$ cat src/rtl/fifo_deq_stage.sv
// ---------------------------------------------------------------------------
// fifo_deq_stage
//
// Pop-side consumer for the team FIFO. Drains the FIFO's combinational head
// (fifo_rdata / fifo_empty) into a 2-entry skid buffer and presents it
// downstream as a registered valid/ready stream. fifo_ren depends only on
// registered state and the FIFO flags, so no combinational path runs from
// out_ready back to the FIFO.
//
// Optional feature macro: FIFO_DEQ_FLUSH_EN
//   defined   -> flush clears the buffer in one cycle and suppresses fifo_ren
//   undefined -> flush is ignored (port kept; tie it to 0)
//
// Parameters:
//   WIDTH       payload width used by the default DTYPE
//   DTYPE       payload type, must match the FIFO's DTYPE
//
// Ports:
//   clk         clock, all state updates on posedge
//   rst         synchronous active-high reset
//   fifo_empty  FIFO empty flag
//   fifo_rdata  FIFO head data, valid while fifo_empty = 0
//   fifo_ren    pop strobe to the FIFO
//   out_valid   downstream data valid (buffer non-empty)
//   out_data    downstream payload (buffer head)
//   out_ready   downstream accept
//   flush       discard buffered entries (only with FIFO_DEQ_FLUSH_EN)
//   count       buffer occupancy, 0..2
// ---------------------------------------------------------------------------
module fifo_deq_stage #(
    parameter int  WIDTH = 32,
    parameter type DTYPE = logic [WIDTH-1:0]
) (
    input  logic       clk,
    input  logic       rst,
    input  logic       fifo_empty,
    input  DTYPE       fifo_rdata,
    output logic       fifo_ren,
    output logic       out_valid,
    output DTYPE       out_data,
    input  logic       out_ready,
    input  logic       flush,
    output logic [1:0] count
);

    // State encoding equals the occupancy, so count is the state register.
    typedef enum logic [1:0] {
        EMPTY = 2'd0,
        ONE   = 2'd1,
        FULL  = 2'd2
    } state_t;

    state_t state;
    state_t state_next;
    DTYPE   buf0;
    DTYPE   buf1;
    DTYPE   buf0_next;
    DTYPE   buf1_next;
    logic   flush_eff;
    logic   push;
    logic   pop;

`ifdef FIFO_DEQ_FLUSH_EN
    assign flush_eff = flush;
`else
    // Port kept for a uniform interface; its value is deliberately unused.
    logic flush_unused;
    assign flush_unused = flush;
    assign flush_eff    = 1'b0;
`endif

    // Pop only when there is room; never looks at out_ready.
    assign fifo_ren  = ~rst & ~fifo_empty & (state != FULL) & ~flush_eff;
    assign push      = fifo_ren;
    assign out_valid = (state != EMPTY);
    assign pop       = out_valid & out_ready;
    assign out_data  = buf0;
    assign count     = state;

    // State and buffer registers.
    always_ff @(posedge clk) begin
        if (rst) begin
            state <= EMPTY;
            buf0  <= '0;
            buf1  <= '0;
        end else begin
            state <= state_next;
            buf0  <= buf0_next;
            buf1  <= buf1_next;
        end
    end

    // Next-state and buffer-update logic. buf0 is always the oldest entry;
    // buf1 only fills when the head is stalled, and drains into buf0 on pop.
    always_comb begin
        state_next = state;
        buf0_next  = buf0;
        buf1_next  = buf1;
        if (flush_eff) begin
            // Buffer contents are left as-is; only occupancy is cleared.
            state_next = EMPTY;
        end else begin
            case (state)
                EMPTY: begin
                    if (push) begin
                        buf0_next  = fifo_rdata;
                        state_next = ONE;
                    end
                end
                ONE: begin
                    if (push && pop) begin
                        buf0_next = fifo_rdata;
                    end else if (push) begin
                        buf1_next  = fifo_rdata;
                        state_next = FULL;
                    end else if (pop) begin
                        state_next = EMPTY;
                    end
                end
                FULL: begin
                    if (pop) begin
                        buf0_next  = buf1;
                        state_next = ONE;
                    end
                end
                default: begin
                    state_next = EMPTY;
                end
            endcase
        end
    end

endmodule

$ cat config.mk
export PLATFORM = sky130hd
export DESIGN_NAME = fifo_deq_stage
export DESIGN_NICKNAME = d
export VERILOG_FILES = /design/src/rtl/fifo_deq_stage.sv
export SDC_FILE = /design/constraint.sdc
export NUM_CORES = 1
export LEC_CHECK = 0
export ABC_AREA = 1
export CAP_MARGIN = 20
export CORE_ASPECT_RATIO = 1.1
export CORE_MARGIN = 1.5
export CORE_UTILIZATION = 56
export CTS_BUF_LIST = sky130_fd_sc_hd__clkbuf_8
export DETAILED_ROUTE_END_ITERATION = 16
export HOLD_SLACK_MARGIN = 0.15
export PLACE_DENSITY = 0.93
export RECOVER_POWER = 50
export SYNTH_ARGS = -nofsm -noshare
export SYNTH_HDL_FRONTEND = slang
export SYNTH_SLANG_ARGS = --single-unit
$ cat constraint.sdc
create_clock -name clk -period 2 [get_ports clk]
set_clock_uncertainty 0.1 [all_clocks]
set_input_delay 0.4 -clock clk [delete_from_list [all_inputs] [get_ports clk]]
set_output_delay 0.4 -clock clk [all_outputs]
set_load 0.01 [all_outputs]
== Yosys cells after proc, flatten, opt, wreduce, memory -nomap -nowiden ==
Cells that the tools add are included.
Storage, ports and cells
  register bits after elaboration: 66
  bits of input ports: 37
  output and inout port bits: 36
  logic and storage cells: 34
Cells by class
  eq/ne operators: 8
  muxes and demuxes: 10
  bitwise logic cells: 6
  reductions and logical operators: 7
Operator list (count)
  two-way mux 32 bit: 3
  one-hot mux 32 bit (3 select lines): 1
  two-way mux 2 bit: 5
  != test 2 bit (second input constant): 5
  AND reduction 4 bit: 2
  one-hot mux 2 bit (3 select lines): 1
  AND 1 bit: 3
  != test 3 bit (second input constant): 1
  NOT 1 bit: 3
  AND reduction 3 bit: 1
  nonzero test 3 bit: 1
  == test 2 x 1 -> 1 bit (second input constant): 1
  == test 2 bit (second input constant): 1
  zero test 2 bit: 1
  nonzero test 2 bit: 1
  logical AND 1 bit: 1

== Depth between registers and ports, before layout ==
  depth after elaboration: 6
  mapped depth: 11
  depth with buffers taken out: 8

== Worst setup path after synthesis ==
No wires, ideal clock.
  kind: reg-to-output
  start: register state[0], in the netlist count[0]
  end: output port fifo_ren
  data arrival time: 1.040 ns
  required time: 1.500 ns
  slack: 0.460 ns
  stages on the path, launching flop included: 6
  path buffers: 1
  cells stage by stage: dfxtp_1 -> inv_2 -> nand2_1 -> buf_2 -> nand2_1 -> inv_1
Between the ends
  word-level cells in the longest chain between the ends: 2
RTL lines
  start, declared: RTL line 53  | state_t state;
  start signal, assigned: RTL line 87  | state <= state_next;
  != test 2 bit: RTL line 73  | assign fifo_ren = ~rst & ~fifo_empty & (state != FULL) & ~flush_eff;
  AND 1 bit: RTL line 73
  end, declared: RTL line 38  | output logic fifo_ren,
No other way between the ends.

== Worst setup path in the final report ==
  start: register state[0], in the netlist count[0]
  end: register buf1[23] (netlist bit)
Between the ends
  word-level cells in the longest chain between the ends: 5
  elaborated cells on any way between the ends: 8
  classes of those cells: 2 x eq/ne; 3 x bitwise; 3 x reduce/logical
RTL lines
  != test 2 bit or nonzero test 2 bit (tied branches): RTL line 73, 75
  AND 1 bit, on equally long branches: RTL line 73, 76
  logical AND 1 bit: RTL line 111  | if (push && pop) begin
  NOT 1 bit (no source line)
  AND reduction 3 bit (no source line) *
  end signal, assigned: RTL line 89  | buf1 <= buf1_next;
  end, declared: RTL line 56  | DTYPE buf1;
Mark *: on every way between the ends. The rest lies on a longest branch, timed or not.
A chain may end at the register's enable or synchronous reset.

==> flow_metrics.tcl <==
set metrics [dict create \
    syn-num-nets 518 \
    grt_pass1_wl_mm 12.79 \
    via_count 3288 \
    hold_class "flip-flop to flip-flop" \
    status "complete, no violations" \
    timing.rr.start "count[0]" \
    ant_nets 0 \
    finalCritPeriodShare_pct 94.29 \
    grt_pass1_vias 2860 \
    firstDrtPassIters 5 \
    via_per_inst 5.286 \
    tritoncts.num_buffers 9 \
    finalInstanceArea_um2 4090 \
    cap_violations 0 \
    ys_seq_elements 66 \
    die_w_um 74.40 \
    drv_slew 0 \
    cts_root_buf "clkbuf_8" \
    drc 0 \
    io_pins 73 \
    crit_start "count[0]" \
    drt-total-wl_mm 7.896 \
    endpoint "buf1[23]" \
    reg2regPathDepth 8 \
    synth_area_per_cell_um2 6.529 \
    rrSetupSlack_ns 0.11 \
    yosys.area.top_type "dfxtp_1" \
    criticalPathCategory "flip-flop to flip-flop" \
    gp_congestion 0.8142 \
    syn2layout_area_growth_pct 30.24 \
    drtIter0Drc 231 \
    r2r_end "buf1[23]" \
    leakage_uw 0.001907 \
    peakVddDrop_v 0.0005392 \
    clkLatencyLatePin_ns 0.34 \
    layout-drive-gt1-share_pct 6.399 \
    ctsHtreeMaxLevel 3 \
    crit_path_end_kind "flip-flop" \
    worst_slew_pin_slew_ns 0.3773 \
    nets 580 \
    place_hpwl_mm 5.040 \
    grt.overflow.total 0 \
    grt_use_total_pct 27.63 \
    critPathLaunchType "flip-flop" \
    core_um2 5395 \
    antenna_cells 0 \
    ys_seq_area_share_pct 42.07 \
    ys_types 15 \
    antenna_found_initial 0 \
    die-area_um2 6067 \
    final_core_utilization_pct 75.81 \
    yosys_warnings 0 \
    cp_max_fo 34 \
    powerDensity_nw_per_um2 771.4 \
    cts.sinks 66 \
    synthTopCellsByArea "dfxtp_1 (42%), nand2_1 (20%), nand3_1 (11%), a21oi_1 (11%), inv_1 (4.3%)" \
    wl_per_cell_um 12.69 \
    start_util_pct 58.21 \
    portBuffers 71 \
    grt_start_max_net_pins 39 \
    rows 28 \
    crit_required_ns 2.17 \
    synth_top_area_share_pct 42.07 \
    syn-cell-area_um2 3141 \
    clock.fmax_mhz 530.3 \
    cp.arrival_ns 2.06 \
    clkTransAtPathRegs_ns 0.07 \
    period_needed_ns 1.886 \
    cts.path.max_buffers 2 \
    rsz0062_at_grt "false" \
    die_h_um 81.54 \
    hold_start "buf1[4]" \
    slew_headroom_pct 74.85 \
    netlist_instances 481 \
    cts_tree "done" \
    setup_viol 0 \
    hold_violations 0 \
    dpl_cell_area_um2 3911 \
]
through the flow:
| step | worst slack [ns] | setup TNS, ns | hold slack [ns] | total power [uW] | cells |
|---|---|---|---|---|---|
| 3_3_place_gp | -0.1462 | -4.538 | 0.3508 | 2104 | 607 |
| 5_1_grt | 0.01540 | 0 | 0.3778 | 3298 | 622 |
| 6_report | 0.1142 | 0 | 0.3640 | 3155 | 622 |
| 4_1_cts | 0.04091 | 0 | 0.3648 | 3188 | 622 |
| 2_1_floorplan | 0.4600 | 0 | 0.3444 | 1818 | 481 |
| 3_5_place_dp | -0.2012 | -5.763 | 0.3541 | 2126 | 607 |
critical path, stage by stage (launching register included):
cell	delay [ns]
dfxtp_2	0.38
inv_1	0.06
buf_4	0.24
nor2_1	0.23
nand3_1	0.18
inv_1	0.15
buf_12	0.16
nand2_1	0.11
a21oi_1	0.17
power breakdown:
| group | total (uW) | leakage, uW | switching [uW] | internal, uW |
|---|---|---|---|---|
| Clock | 1080 | 0.000105 | 487 | 589 |
| Combinational | 634 | 0.00126 | 324 | 310 |
| Sequential | 1440 | 0.000540 | 46.7 | 1400 |
| Total | 3160 | 0.00191 | 858 | 2300 |
worst min path at each step:
stage,to,slack [ns],cells after the start
2_1_floorplan,buf1[0],0.34,2
3_3_place_gp,buf1[27],0.35,2
3_5_place_dp,buf1[29],0.35,2
4_1_cts,buf1[29],0.36,2
5_1_grt,buf1[4],0.38,2
6_report,buf1[4],0.36,2
state kept, by name (all words and copies together), names as in the netlist:
name and count:
out_data 32, count 2, buf1 32
area by class of cell:
cell class / instances / area (um2)
multi-input cells: 339 / 1445
flip-flops and latches: 66 / 1324
fillers: 406 / 1305
repair buffers: 87 / 892.1
inverters: 40 / 150.1
clock buffers: 10 / 137.6
well taps: 75 / 93.84
clock inverters: 5 / 47.55
cells by family (layout without fill, tap and decap cells):
group | after synthesis | after routing | share of synthesized area, %
buffers and inverters | 76 | 142 | 11.67
and+or+nand+nor | 273 | 273 | 35.74
AOI/OAI and AO/OA | 66 | 66 | 10.52
DFF | 66 | 66 | 42.07
layer usage:
layer | up-vias | wire length, um | share of wire, % | GRT usage [%]
met3 | 17 | 543 | 6.9 | 6.994
li1 | 1635 | - | - | -
met5 | - | 0 | 0 | 0
met2 | 149 | 3856 | 49 | 46.07
met1 | 1487 | 3319 | 42 | 33.49
met4 | 0 | 176 | 2.2 | 12.18
Yosys cell counts (all sizes together):
cell type and instances:
a21oi 66, buf 25, clkbuf 11, dfxtp 66
inv 40, nand2 170, nand3 68, nor2 35
cells in the final DEF (no fill, tap or decap):
master             n
a21oi_1           66
dlygate4sd3_1     23
nand2_2            1
dlygate4sd2_1      1
clkbuf_8          10
dfxtp_1           64
nor2_2             1
nand2_1          169
dfxtp_2            2
nand3_1           68
bufinv_16          1
inv_2              2
clkinv_2           2
buf_12             5
nor2_1            34
inv_1             40
buf_4             11
clkdlybuf4s50_1   47
timing repair:
action,CTS,global route
hold buffers,0,0
endpoints found under the setup margin,1,1
gates resized for setup,1,2
buffers inserted,0,0
Power figures use the tool's default switching activity.
